File: src/rtl/load_if.sv
// Request / memory / result signal bundle for the load data align unit.
// The slave modport is the unit's view; the master modport is its environment.
interface load_if;
    logic        req_valid;
    logic        req_ready;
    logic [31:0] req_addr;
    logic        req_low_byte;
    logic        req_half_word;
    logic        req_unsigned;
    logic        mem_re;
    logic [31:0] mem_addr;
    logic        mem_rvalid;
    logic [31:0] mem_rdata;
    logic        load_valid;
    logic        load_ready;
    logic [31:0] load_data;
    logic        load_err;

    modport slave (
        input  req_valid, req_addr, req_low_byte, req_half_word, req_unsigned,
        input  mem_rvalid, mem_rdata, load_ready,
        output req_ready, mem_re, mem_addr, load_valid, load_data, load_err
    );

    modport master (
        output req_valid, req_addr, req_low_byte, req_half_word, req_unsigned,
        output mem_rvalid, mem_rdata, load_ready,
        input  req_ready, mem_re, mem_addr, load_valid, load_data, load_err
    );
endinterface

File: src/rtl/load_data_align_unit.sv
// Single-outstanding load unit: issues one word read, extracts the addressed
// byte/halfword/word, extends it and presents it until the consumer accepts.
module load_data_align_unit #(
    parameter int TIMEOUT = 255
) (
    input  logic   clk,
    input  logic   rst_n,
    load_if.slave  bus
);
    typedef enum logic [1:0] {IDLE, ISSUE, WAIT, RESP} state_t;

    // Size codes are {half_word, low_byte}
    localparam logic [1:0] SZ_WORD = 2'b00;
    localparam logic [1:0] SZ_BYTE = 2'b01;
    localparam logic [1:0] SZ_HALF = 2'b10;
    localparam logic [8:0] TO_LIM  = 9'(TIMEOUT);

    state_t      state_q, state_d;
    logic [1:0]  addr_lo_q, addr_lo_d;
    logic [1:0]  size_q, size_d;
    logic        uns_q, uns_d;
    logic [31:0] mem_addr_q, mem_addr_d;
    logic [7:0]  cnt_q, cnt_d;
    logic [8:0]  cnt_inc;
    logic [31:0] data_q, data_d;
    logic        err_q, err_d;

    function automatic logic is_legal(input logic [1:0] lo, input logic [1:0] sz);
        case (sz)
            SZ_BYTE: is_legal = 1'b1;
            SZ_HALF: is_legal = (lo[0] == 1'b0);
            SZ_WORD: is_legal = (lo == 2'b00);
            default: is_legal = 1'b0;
        endcase
    endfunction

    function automatic logic [31:0] extract(input logic [31:0] rd, input logic [1:0] lo,
                                            input logic [1:0] sz, input logic uns);
        logic [7:0]  b;
        logic [15:0] h;
        b = rd[8*lo +: 8];
        h = lo[1] ? rd[31:16] : rd[15:0];
        case (sz)
            SZ_BYTE: extract = {{24{~uns & b[7]}}, b};
            SZ_HALF: extract = {{16{~uns & h[15]}}, h};
            default: extract = rd;
        endcase
    endfunction

    assign cnt_inc = {1'b0, cnt_q} + 9'd1;

    always_comb begin
        state_d    = state_q;
        addr_lo_d  = addr_lo_q;
        size_d     = size_q;
        uns_d      = uns_q;
        mem_addr_d = mem_addr_q;
        cnt_d      = cnt_q;
        data_d     = data_q;
        err_d      = err_q;
        case (state_q)
            IDLE: begin
                if (bus.req_valid) begin
                    addr_lo_d  = bus.req_addr[1:0];
                    size_d     = {bus.req_half_word, bus.req_low_byte};
                    uns_d      = bus.req_unsigned;
                    mem_addr_d = {bus.req_addr[31:2], 2'b00};
                    cnt_d      = 8'd0;
                    if (is_legal(bus.req_addr[1:0], {bus.req_half_word, bus.req_low_byte})) begin
                        state_d = ISSUE;
                    end else begin
                        state_d = RESP;
                        data_d  = 32'd0;
                        err_d   = 1'b1;
                    end
                end
            end
            ISSUE, WAIT: begin
                if (bus.mem_rvalid) begin
                    state_d = RESP;
                    data_d  = extract(bus.mem_rdata, addr_lo_q, size_q, uns_q);
                    err_d   = 1'b0;
                end else begin
                    cnt_d = cnt_inc[7:0];
                    if (cnt_inc >= TO_LIM) begin
                        state_d = RESP;
                        data_d  = 32'd0;
                        err_d   = 1'b1;
                    end else begin
                        state_d = WAIT;
                    end
                end
            end
            RESP: begin
                if (bus.load_ready) state_d = IDLE;
            end
            default: state_d = IDLE;
        endcase
    end

    always_ff @(posedge clk or negedge rst_n) begin
        if (!rst_n) begin
            state_q    <= IDLE;
            addr_lo_q  <= 2'b00;
            size_q     <= SZ_WORD;
            uns_q      <= 1'b0;
            mem_addr_q <= 32'd0;
            cnt_q      <= 8'd0;
            data_q     <= 32'd0;
            err_q      <= 1'b0;
        end else begin
            state_q    <= state_d;
            addr_lo_q  <= addr_lo_d;
            size_q     <= size_d;
            uns_q      <= uns_d;
            mem_addr_q <= mem_addr_d;
            cnt_q      <= cnt_d;
            data_q     <= data_d;
            err_q      <= err_d;
        end
    end

    assign bus.req_ready  = (state_q == IDLE);
    assign bus.mem_re     = (state_q == ISSUE);
    assign bus.mem_addr   = mem_addr_q;
    assign bus.load_valid = (state_q == RESP);
    assign bus.load_data  = data_q;
    assign bus.load_err   = err_q;
endmodule

File: src/flat_wrapper.sv
// flat-port wrapper written by rule: the top's interface ports become plain ports
module load_data_align_unit_flat 
#(
    parameter int TIMEOUT = 255
)
  (clk, rst_n, bus_req_valid, bus_req_addr, bus_req_low_byte, bus_req_half_word, bus_req_unsigned, bus_mem_rvalid, bus_mem_rdata, bus_load_ready, bus_req_ready, bus_mem_re, bus_mem_addr, bus_load_valid, bus_load_data, bus_load_err);
  load_if bus_i ();
  input  logic clk;
  input  logic rst_n;
  input wire logic [$bits(bus_i.req_valid)-1:0] bus_req_valid;
  input wire logic [$bits(bus_i.req_addr)-1:0] bus_req_addr;
  input wire logic [$bits(bus_i.req_low_byte)-1:0] bus_req_low_byte;
  input wire logic [$bits(bus_i.req_half_word)-1:0] bus_req_half_word;
  input wire logic [$bits(bus_i.req_unsigned)-1:0] bus_req_unsigned;
  input wire logic [$bits(bus_i.mem_rvalid)-1:0] bus_mem_rvalid;
  input wire logic [$bits(bus_i.mem_rdata)-1:0] bus_mem_rdata;
  input wire logic [$bits(bus_i.load_ready)-1:0] bus_load_ready;
  output wire logic [$bits(bus_i.req_ready)-1:0] bus_req_ready;
  output wire logic [$bits(bus_i.mem_re)-1:0] bus_mem_re;
  output wire logic [$bits(bus_i.mem_addr)-1:0] bus_mem_addr;
  output wire logic [$bits(bus_i.load_valid)-1:0] bus_load_valid;
  output wire logic [$bits(bus_i.load_data)-1:0] bus_load_data;
  output wire logic [$bits(bus_i.load_err)-1:0] bus_load_err;
  assign bus_i.req_valid = bus_req_valid;
  assign bus_i.req_addr = bus_req_addr;
  assign bus_i.req_low_byte = bus_req_low_byte;
  assign bus_i.req_half_word = bus_req_half_word;
  assign bus_i.req_unsigned = bus_req_unsigned;
  assign bus_i.mem_rvalid = bus_mem_rvalid;
  assign bus_i.mem_rdata = bus_mem_rdata;
  assign bus_i.load_ready = bus_load_ready;
  assign bus_req_ready = bus_i.req_ready;
  assign bus_mem_re = bus_i.mem_re;
  assign bus_mem_addr = bus_i.mem_addr;
  assign bus_load_valid = bus_i.load_valid;
  assign bus_load_data = bus_i.load_data;
  assign bus_load_err = bus_i.load_err;
  load_data_align_unit #(.TIMEOUT(TIMEOUT)) u_core (.clk(clk), .rst_n(rst_n), .bus(bus_i));
endmodule
File: config.mk
export PLATFORM = sky130hd
export DESIGN_NAME = load_data_align_unit_flat
export DESIGN_NICKNAME = d
export VERILOG_FILES = /design/src/rtl/load_if.sv /design/src/rtl/load_data_align_unit.sv /design/src/flat_wrapper.sv
export SDC_FILE = /design/constraint.sdc
export NUM_CORES = 1
export LEC_CHECK = 0
export ABC_CLOCK_PERIOD_IN_PS = 2400
export CAP_MARGIN = 20
export CORE_MARGIN = 5
export CORE_UTILIZATION = 31
export CTS_CLUSTER_SIZE = 28
export DETAILED_ROUTE_END_ITERATION = 12
export GPL_TIMING_DRIVEN = 0
export PLACE_DENSITY_LB_ADDON = 0.25
export REMOVE_ABC_BUFFERS = 1
export SETUP_SLACK_MARGIN = 0.05
export SLEW_MARGIN = 5
export SYNTH_ARGS = -nofsm -noshare
export SYNTH_HDL_FRONTEND = slang
export SYNTH_SLANG_ARGS = --single-unit
File: constraint.sdc
create_clock -name clk -period 2.4 [get_ports clk]
set_clock_uncertainty 0.1 [all_clocks]
set_input_delay 0.48 -clock clk [delete_from_list [all_inputs] [get_ports clk]]
set_output_delay 0.48 -clock clk [all_outputs]
set_load 0.02 [all_outputs]
-- Yosys cells after proc, flatten, opt, wreduce, memory -nomap -nowiden
Cells that the tools add are included.
- bits in registers: 78
- bits of input ports: 72
- add/subtract/negate cells: 1
- magnitude comparators: 1
- equality and inequality tests: 12
- shifts and indexed selects: 1
- muxes and demuxes: 24
- bitwise gates (word level): 4
- reductions and logical operators: 9
- operators by type and width (kind ; count):
    32-bit two-way mux ; 4
    32-bit case mux with 2 select lines ; 2
    32-bit by 6-bit variable part select with 8-bit output ; 1
    16-bit two-way mux ; 1
    8-bit two-way mux ; 2
    8-bit case mux with 2 select lines ; 1
    8-bit by 1-bit adder with 9-bit output, second input constant ; 1
    9-bit by 8-bit greater-or-equal comparator with 1-bit output, second input constant ; 1
    2-bit == test, second input constant ; 4
    2-bit two-way mux ; 4
    2-bit != test, second input constant ; 4
    1-bit two-way mux ; 7
    2-bit by 1-bit == test with 1-bit output, second input constant ; 3
    2-bit zero test ; 3
    2-bit case mux with 3 select lines ; 1
    2-bit AND reduction ; 2
    4-bit AND reduction ; 1
    3-bit by 2-bit != test with 1-bit output, second input constant ; 1
    1-bit case mux with 3 select lines ; 1
    3-bit AND reduction ; 1
    1-bit bitwise AND ; 2
    1-bit inverter ; 2
    1-bit case mux with 2 select lines ; 1
    2-bit nonzero test ; 1
    2-bit OR reduction ; 1

-- Depth between registers and ports, before layout
- depth after elaboration: 7
- gate-level depth with buffers: 9

-- Worst setup path before layout
Ideal clock, no wire load.
- path type: reg-to-reg
- from: reg u_core.cnt_q[1]
- to: reg u_core.data_q[20], in the netlist u_core.bus.load_data[20]
- data arrival time: 2201 ps
- required time: 2175 ps
- path slack: -25 ps
- stages on the path, launching flop included: 8
- clock period less this slack: 2425 ps
- cell sequence: dfrtp_1 > ha_1 > nand3_1 > or3_1 > a2111o_1 > a21oi_4 > buf_6 > mux2_2
- word-level cells in the longest chain between the ends: 4
- RTL lines (what ; line ; source):
    start, declared ; load_data_align_unit.sv:23 ; logic [7:0] cnt_q, cnt_d;
    start signal, assigned ; load_data_align_unit.sv:117 ; cnt_q <= cnt_d;
    8-bit by 1-bit adder with 9-bit output ; load_data_align_unit.sv:50 ; assign cnt_inc = {1'b0, cnt_q} + 9'd1;
    9-bit by 8-bit greater-or-equal comparator with 1-bit output ; load_data_align_unit.sv:85 ; if (cnt_inc >= TO_LIM) begin
    3-bit by 2-bit != test with 1-bit output (no source line) ; n/a ;
    4-bit AND reduction (no source line) ; n/a ;
    end signal, assigned ; load_data_align_unit.sv:118 ; data_q <= data_d;
    end, declared ; load_data_align_unit.sv:25 ; logic [31:0] data_q, data_d;
Every way passes these cells.
A chain may end at the register's enable or synchronous reset.

-- Worst setup path after layout
- from: reg u_core.cnt_q[1]
- to: reg u_core.data_q[26], in the netlist u_core.bus.load_data[26]
The elaborated chain is that of the path after synthesis.

==> out/metrics.yaml <==
vdd_drop_max_mv: 0.638
ant_nets: 0
cp-start-kind: "flop"
max_freq_mhz: 408
pwr-share-clk_pct: 16.2
placed_cell_area_um2: 5520
reg2regPathDepth: 8
synth_seq_cells: 78
cts_tree: "built"
post_drt_wl_per_cell_um: 18.0
cts_sinks: 78
p_int_mw: 5.68
wl_met2_mm: 6.16
drive_above_1_share_pct: 21.6
finalNonFillerCells: 713
period_share_pct: 102
worstMarginPinSlew_ps: 598
gp_congestion: 0.870
dp_cells: 680
fin_tns_setup_ps: -244
floorplan.die.width_um: 124
die_y_um: 124
worstPathCellList: "ha_4 > nand3_4 > or3_1 > a2111o_1 > buf_6 > a21oi_4 > buf_12 > mux2_4"
routed_via_density: 4.98
route.detailed.drc: 0
finalSetupViolCount: 15
hold_ws_ps: 2.47
synth_edf_count: 0
status: "complete, but fails checks"
htree_levels: 3
setup_ws_ps: -49.6
critPathCaptureType: "flop"
hp-class: "in -> async"
grt_pass1_wl_mm: 20.1
cp_top_family: "compound AO/OA/AOI/OAI gates"
power_frac_seq_pct: 24.1
p_leak_nw: 2.77
power.density_nw_per_um2: 1490
top_layer_used: "met4"
dp_slack_ps: -1850
violations: "setup timing"
wl_mm: 12.8
hold_violations: 0
power_mw: 9.38
final-max-slew-violation-count: 0
core_region_area_um2: 12700
area_growth_pct: 56.4
clk-insertion-delay-late_ps: 340
n_fill_cell: 1151
regArea_um2: 1950
rrSetupSlack_ps: -50
cp.arrival_ps: 2580
max_stage_delay_ps: 440
cts-root-buf: "clkbuf_16"
num_rows: 41
fin_nets: 616
yosys_warnings: 0
hpwl_mm: 8.44
yosysUniqueCellTypes: 45
ys_top_cells_by_count: "dfrtp_1 (78), nand2_1 (53), mux2_2 (38), o21ai_0 (38), inv_1 (25)"
path_buf_inv: 2
wl_met3_um: 901
r2r_start: "u_core.cnt_q[1]"
yosysMostFrequentCell: "dfrtp_1"
netlist_area_um2: 4030
sw_frac_of_total_pct: 39.5
synth.area.top_cells: "dfrtp_1 (48%), mux2_2 (11%), mux2_1 (5.3%)"
die_area_um2: 15400
grt_max_degree: 41
met1Wirelength_mm: 5.43
grt_pass1_vias: 3826
relSlewSlack_pct: 60.1
yosysTopAreaCell: "dfrtp_1"
crit_slowest_cell: "a2111o_1"
combPwrFrac_pct: 59.7
cp_max_fo: 8
avgSynthCellArea_um2: 10.3
ios: 140
start_util_pct: 31.8
r2r-end: "u_core.bus.load_data[26]"
fin_area_um2: 6300
cap_violations: 0
dr.pass1.iters: 5
layout_min_cycle_time_ps: 2450
grt_setup_unrepaired: "true"
max-clock-path-buffers: 2
async_flop_share_pct: 100
ys_seq_area_share_pct: 48.4
synth_top_area_share_pct: 48.4
worstPathRequired_ps: 2530
cts_made_buffers: 9
diodes: 0
multi_input_area_um2: 2110
drt_iter0_markers: 214
antenna_found_initial: 0
grt_overflow: 0
path_class: "reg -> reg"
clkTransAtPathRegs_ps: 60
grt_util_all_layers_pct: 17.2
syn_inst: 392
ys.flop_type: "dfrtp_1"
vias: 3548
p_switching_mw: 3.70
port_buffers: 137
final_util_pct: 49.7
state kept, by name, summed over array words and instances, names as in the netlist:
register and flops:
u_core.size_q 2, u_core.uns_q 1, u_core.addr_lo_q 2, u_core.bus.mem_addr 30, u_core.bus.load_err 1, u_core.cnt_q 8, u_core.bus.load_data 32, u_core.state_q 2
cells by family after synthesis:
logic type	count (synthesis)	synth area share (%)
multiplexers	68	19.0
XOR/XNOR	2	0.435
adder cells (fa/ha/maj)	7	2.17
AO/OA/AOI/OAI	84	13.3
buffers and inverters	49	5.37
other	1	0.0931
flip-flops	78	48.4
AND/OR/NAND/NOR	103	11.2
layer usage:
metal  global-route usage, %  up-vias
met5                       0        -
met4                    8.15        0
met3                    4.72       30
met2                    26.7      122
met1                    22.2     1735
li1                        -     1661
cell usage in the layout (no fill, tap or decap), drive strengths merged, types with 4 or more instances in the layout:
master and instances:
clkdlybuf4s50 134, dfrtp 78, mux2 57, nand2 54, o21ai 38, inv 25
nor2 19, buf 18, a21oi 12, clkbuf 11, mux2i 10, o211ai 8
nor2b 7, nand3 7, ha 7, nand4 6, o22ai 6, o31a 4
layout make-up:
class                   instances  area share (%)
multi-input cells             269            33.5
clock buffers                  11            4.01
well taps                     172            3.42
flip-flops and latches         78            31.0
repair buffers                154            25.4
clock inverters                 4            1.11
inverters                      25            1.53
what timing repair did:
action | 4_1_cts | 5_1_grt
pin swaps | 5 | 6
setup buffers | 14 | 0
cloned | 5 | 0
resized for setup | 47 | 23
setup endpoints to repair | 35 | 31
hold buffers | 0 | 0
power by group through the flow:
| stage | registers (mW) | logic (mW) | clock network [mW] |
|---|---|---|---|
| 6_report | 2.26 | 5.60 | 1.52 |
| 3_5_place_dp | 2.26 | 4.31 | 0 |
| 4_1_cts | 2.26 | 5.44 | 1.54 |
| 2_1_floorplan | 2.80 | 2.00 | 0 |
| 5_1_grt | 2.34 | 5.97 | 1.59 |
| 3_3_place_gp | 2.24 | 4.25 | 0 |
worst max-delay path by stage:
stage	from	depth (start not counted)	end	slack (ps)
after floorplan	u_core.state_q[0]	7	u_core.bus.load_data[20]	-1190
after CTS	u_core.cnt_q[1]	8	u_core.bus.load_data[3]	-40
after detailed placement	bus_req_valid	6	u_core.bus.load_data[20]	-1850
final	u_core.cnt_q[1]	8	u_core.bus.load_data[26]	-50
after global routing	u_core.cnt_q[1]	9	u_core.bus.load_data[26]	-100
after global placement	bus_req_valid	6	u_core.bus.load_data[20]	-2480
(Power assumes the default switching activity.)
